<file path="config.mk">
export PLATFORM = sky130hd
export DESIGN_NAME = ram_rr_arbiter
export DESIGN_NICKNAME = d
export VERILOG_FILES = /design/src/rtl/ram_rr_arbiter.sv
export SDC_FILE = /design/constraint.sdc
export NUM_CORES = 1
export LEC_CHECK = 0
export CORE_MARGIN = 2
export CORE_UTILIZATION = 39
export CTS_CLUSTER_SIZE = 10
export DETAILED_ROUTE_END_ITERATION = 8
export PLACE_DENSITY_LB_ADDON = 0.25
export RECOVER_POWER = 25
export SYNTH_ARGS = -nofsm -noshare
export SYNTH_HDL_FRONTEND = slang
export SYNTH_SLANG_ARGS = --single-unit
</file>
<file path="constraint.sdc">
create_clock -name clk -period 3.65 [get_ports clk]
set_input_delay 0.9125 -clock clk [delete_from_list [all_inputs] [get_ports clk]]
set_output_delay 0.9125 -clock clk [all_outputs]
set_load 0.05 [all_outputs]
</file>
<file path="src/rtl/ram_rr_arbiter.sv">
`default_nettype none
// +----------------------------------------------------------------------------+
// | Module   : ram_rr_arbiter                                                  |
// | Purpose  : Two-client round-robin arbiter/sequencer for a single-port RAM. |
// | Revision : 1.0 - initial release                                           |
// +----------------------------------------------------------------------------+
module ram_rr_arbiter #(
    parameter int AW = 3,
    parameter int DW = 4
) (
    input  logic          clk,
    input  logic          reset,
    input  logic          req0,
    input  logic          rw0,
    input  logic [AW-1:0] addr0,
    input  logic [DW-1:0] wdata0,
    output logic          gnt0,
    output logic          rvalid0,
    output logic [DW-1:0] rdata0,
    input  logic          req1,
    input  logic          rw1,
    input  logic [AW-1:0] addr1,
    input  logic [DW-1:0] wdata1,
    output logic          gnt1,
    output logic          rvalid1,
    output logic [DW-1:0] rdata1,
    output logic [AW-1:0] ram_addr,
    output logic          ram_rw,
    output logic [DW-1:0] ram_data_in,
    input  logic [DW-1:0] ram_data_out
);

    typedef enum logic [1:0] {
        S_IDLE   = 2'd0,
        S_ACCESS = 2'd1,
        S_RWAIT  = 2'd2
    } state_t;

    state_t        r_state, w_state;
    logic          r_last, w_last;
    logic          r_owner, w_owner;
    logic          r_rd, w_rd;
    logic          r_gnt0, w_gnt0, r_gnt1, w_gnt1;
    logic          r_rvalid0, w_rvalid0, r_rvalid1, w_rvalid1;
    logic [DW-1:0] r_rdata0, w_rdata0, r_rdata1, w_rdata1;
    logic [AW-1:0] r_ram_addr, w_ram_addr;
    logic          r_ram_rw, w_ram_rw;
    logic [DW-1:0] r_ram_data_in, w_ram_data_in;
    logic          w_pick1;

    // Client 1 wins when it is the only requester, or on a tie when client 0 went last.
    assign w_pick1 = req1 & (~req0 | ~r_last);

    always_comb begin
        w_state       = r_state;
        w_last        = r_last;
        w_owner       = r_owner;
        w_rd          = r_rd;
        w_gnt0        = 1'b0;
        w_gnt1        = 1'b0;
        w_rvalid0     = 1'b0;
        w_rvalid1     = 1'b0;
        w_rdata0      = r_rdata0;
        w_rdata1      = r_rdata1;
        w_ram_addr    = r_ram_addr;
        w_ram_rw      = 1'b0;
        w_ram_data_in = r_ram_data_in;
        case (r_state)
            S_IDLE: begin
                if (req0 | req1) begin
                    w_state = S_ACCESS;
                    if (w_pick1) begin
                        w_ram_addr    = addr1;
                        w_ram_rw      = rw1;
                        w_ram_data_in = wdata1;
                        w_gnt1        = 1'b1;
                        w_last        = 1'b1;
                        w_owner       = 1'b1;
                        w_rd          = ~rw1;
                    end else begin
                        w_ram_addr    = addr0;
                        w_ram_rw      = rw0;
                        w_ram_data_in = wdata0;
                        w_gnt0        = 1'b1;
                        w_last        = 1'b0;
                        w_owner       = 1'b0;
                        w_rd          = ~rw0;
                    end
                end
            end
            S_ACCESS: w_state = r_rd ? S_RWAIT : S_IDLE;
            S_RWAIT: begin
                // RAM output is valid in this cycle; route it to the owning client only.
                if (r_owner) begin
                    w_rdata1  = ram_data_out;
                    w_rvalid1 = 1'b1;
                end else begin
                    w_rdata0  = ram_data_out;
                    w_rvalid0 = 1'b1;
                end
                w_state = S_IDLE;
            end
            default: w_state = S_IDLE;
        endcase
    end

    always_ff @(posedge clk or negedge reset) begin
        if (!reset) begin
            r_state       <= S_IDLE;
            r_last        <= 1'b1;
            r_owner       <= 1'b0;
            r_rd          <= 1'b0;
            r_gnt0        <= 1'b0;
            r_gnt1        <= 1'b0;
            r_rvalid0     <= 1'b0;
            r_rvalid1     <= 1'b0;
            r_rdata0      <= '0;
            r_rdata1      <= '0;
            r_ram_addr    <= '0;
            r_ram_rw      <= 1'b0;
            r_ram_data_in <= '0;
        end else begin
            r_state       <= w_state;
            r_last        <= w_last;
            r_owner       <= w_owner;
            r_rd          <= w_rd;
            r_gnt0        <= w_gnt0;
            r_gnt1        <= w_gnt1;
            r_rvalid0     <= w_rvalid0;
            r_rvalid1     <= w_rvalid1;
            r_rdata0      <= w_rdata0;
            r_rdata1      <= w_rdata1;
            r_ram_addr    <= w_ram_addr;
            r_ram_rw      <= w_ram_rw;
            r_ram_data_in <= w_ram_data_in;
        end
    end

    assign gnt0        = r_gnt0;
    assign gnt1        = r_gnt1;
    assign rvalid0     = r_rvalid0;
    assign rvalid1     = r_rvalid1;
    assign rdata0      = r_rdata0;
    assign rdata1      = r_rdata1;
    assign ram_addr    = r_ram_addr;
    assign ram_rw      = r_ram_rw;
    assign ram_data_in = r_ram_data_in;

endmodule
`default_nettype wire

</file>
# Word level (Yosys, flattened, before mapping)
# Cells that the tools add are included.
# Widths: inputs -> output; s select.
# word_totals
output_inout_bits,20
regBits,25
elab_cells,47
input_bits,24
# classes
n_bitwise,8
muxes,19
reduce_logical,4
eq_ne,3
# op_table
operator,count
$mux 1,14
$reduce_and 2->1,3
$not 1->1,5
$mux 2,2
$mux 4,1
$pmux 2 s2,1
$mux 3,1
$eq 2x1->1 const B,1
$eq 2x2->1 const B,1
$logic_not 2->1,1
$ne 2x2->1 const B,1
$or 1x1->1,2
$and 1x1->1,1

# Logic depth before layout (Yosys ltp)
# logic_depth
depth_word,6
mapped_depth,4
depth_no_buf,3

# Worst setup path before layout
# OpenSTA, ideal clock, no wires.
# synth_path
path_type,input to register
from,input req1
to,register r_ram_addr[1] (netlist: ram_addr[1])
t_arrival_ns,1.791
setup_time_ns,0.125
path_stages,3
path_buffers,0
setup_slack_ns,1.734
path_cell_list,a21boi_4 -> mux2_2 -> mux2_2
# synth_via
elab_chain_len,2
# synth_lines
item,line,text
"start, declared",20,"input logic req1,"
$and 1x1->1 or $or 1x1->1 (tied branches),"52, 70",
$mux 3 or $reduce_and 2->1 (tied branches),--,
"end signal, assigned",133,r_ram_addr <= w_ram_addr;
"end, declared",46,"logic [AW-1:0] r_ram_addr, w_ram_addr;"
# Several ways; a longest one is shown, not always the timed one.
# A chain may end at the register's enable or synchronous reset.

# Worst setup path in the final report
# layout_path
from,input req0
to,register r_rd
# layout_via
elab_chain_len,4
# layout_lines
item,line,text
"start, declared",13,"input logic req0,"
$not 1->1,52,assign w_pick1 = req1 & (~req0 | ~r_last);
$or 1x1->1,52,
$and 1x1->1,52,
$mux 1,72,if (w_pick1) begin
"end signal, assigned",126,r_rd <= w_rd;
"end, declared",42,"logic r_rd, w_rd;"
# Several ways; a longest one is shown, not always the timed one.

==> impl_metrics.ini <==
[timing]
worstMarginPinSlew_ns = 1.54
max_freq_ghz = 0.347
hold_viol_final = 0
drv_slew = 13
final.period_utilization_pct = 79.0
setup_tns_ns = 0
rsz0062_at_grt = no
slew_headroom_pct = -3.88
hold-worst-slack_ns = 0.506
finalSetupViolCount = 0
worst_slack_ns = 0.767
finalClockSkew_ns = 0.00563
finalCriticalPeriod_ns = 2.88

[worst_setup_path]
startpoint_type = input port
arrival_ns = 3.10
crit_fanout = 12
crit_start = req0
r2r_start = r_last
max_stage_delay_ns = 1.19
crit_chain = dlygate4sd3_1 -> o21ai_0 -> mux2_2
cpMaxStageDelayCell = o21ai_0
crit_type = input port to register
crit_required_ns = 3.87
cp-end-kind = register

[detailed_routing]
drt-total-wl_um = 2180
wire_per_inst_um = 15.4
final_antenna_net_count = 0
drt-initial-drc-count = 6
via_count = 711
drc = 0
via_per_inst = 5.04
drt_first_pass_iters = 4

[global_route]
antenna_found_initial = 0
grt-ovfl-total = 0
grt_pass1_wl_um = 3170
grt_pass1_vias = 706
grt_use_total_pct = 15.2
grt_max_degree = 26

[cells_and_area]
fill_cells = 200
final_cells = 141
design_area_um2 = 1460
antenna_cells = 0
syn_to_final_growth_pct = 43.7
nets = 136
drive_gt1_share_pct = 23.4

[synthesis]
ys_seq_area_share_pct = 61.5
synthArstFlopShare_pct = 100
yosysTopAreaCellShare_pct = 59.0
yosys_warnings = 0
synth_top_area_cell = dfrtp_1
synth_edf_count = 0
syn_area_per_cell_um2 = 15.7
netlist_instances = 65
ys_top_cells_by_area = dfrtp_1, mux2_2, a221o_1
ys_types = 18
synth_nets = 89
synth_area_um2 = 1020
synth.ff_latch_count = 25
ys.flop_type = dfrtp_1
synth.most_common_cell = dfrtp_1
synthTopCellsByCount = dfrtp_1, mux2_2, a221o_1, and3_2, nor2_1

[floorplanning]
initial_core_util_pct = 41.1
fp.dieH_um = 55.1
core-area_um2 = 2480
die_x_um = 55.1
core.rowCount = 18
die_area_um2 = 3040
io_pins = 44

[pwr]
ir_worst_vdd_uv = 690
power.density_nw_per_um2 = 990
p_leak_nw = 0.639

[flow_run]
drv_cap = 1

[place]
place_inst = 137
placed_area_um2 = 1480
pre_cts_ws_ns = 1.10
hpwl_um = 1600
routabilityCongestion = 0.665
io_buffers = 43

[clock_network]
cts_root_buf = clkbuf_4
clock_path_buffers = 2
cts_setup_buffers = 0
cts_resized = 0
numCtsBuffers = 3
holdBufCountCts = 0
cts.clk_slew.worst_paths_ns = 0.14
clock-sinks = 25
htreeDepth = 1
tritoncts = done
clock_latency_ns = 0.32

[worst_hold_path]
min_from = r_rd
hold_class = register to register

[outcome]
outcome = finished, violations left
violations = max-capacitance violations, max-slew violations
-- cell families after synthesis --
| family | share of synthesized area [%] |
|---|---|
| compound gates | 8.11 |
| buf+inv | 1.84 |
| flops | 61.5 |
| mux | 17.6 |
| simple gates | 10.9 |
-- state kept, by name (all words and copies together) (netlist names) --
name / count
ram_addr: 3
r_owner: 1
r_last: 1
rvalid1: 1
ram_rw: 1
rdata0: 4
gnt0: 1
ram_data_in: 4
r_rd: 1
rdata1: 4
r_state: 2
gnt1: 1
rvalid0: 1
-- cell usage in the layout (no fill, tap or decap), drive strengths merged --
cell type,instances
and2,1
a21boi,1
nand2,1
dfstp,1
inv,2
mux2,15
nand3b,1
a21o,2
mux2i,1
clkdlybuf4s50,37
dfrtp,24
a221o,4
clkbuf,3
clkinvlp,1
nor2,4
dlygate4sd3,6
o21ai,1
nor3b,1
and3,4
nor4,1
-- path summary, 6_finish.rpt --
check	to	slack, ns	cells after the start
setup / recovery	r_rd	0.77	3
hold / removal	r_state[1]	0.51	2
setup reg to reg	ram_addr[2]	1.61	3
hold reg to reg	r_state[1]	0.51	2
max in group asynchronous	r_rd	1.77	1
min in group asynchronous	rvalid1	1.23	1
-- critical path: cells and delay by family --
family | cells | cell delay, ns
multiplexers | 1 | 0.43
buffers and inverters | 1 | 0.56
AO/OA/AOI/OAI | 1 | 1.19
-- through the flow --
stage                     util [%]  power (mW)
after floorplan                  -        1.08
after global placement        59.5        1.34
after detailed placement      59.5        1.37
after CTS                     60.8        1.49
after global routing          59.1        1.52
final                         59.1        1.45
-- metal layers --
metal | vias to the layer above | global-route usage [%] | wire, um
met1 | 351 | 17.1 | 933
met5 | - | 0 | 0
met2 | 30 | 27.4 | 1070
met3 | 4 | 3.76 | 144
li1 | 326 | - | -
met4 | 0 | 6.10 | 30
-- area by class of cell --
type	count	area, um^2	share of cell area [%]
clock buffer	3	22.5	1.54
inverter	2	7.51	0.513
tap	30	37.5	2.56
clock inverter	1	7.51	0.513
multi-input combinational	37	332	22.6
sequential	25	627	42.8
timing repair buffer	43	430	29.4
-- power by group --
group          leakage [nW]  internal, mW  total, mW  switching [mW]
combinational         0.321         0.322      0.836           0.513
clock                0.0139        0.0418      0.126          0.0845
sequential            0.305         0.409      0.487          0.0780
Power figures use the tool's default switching activity.
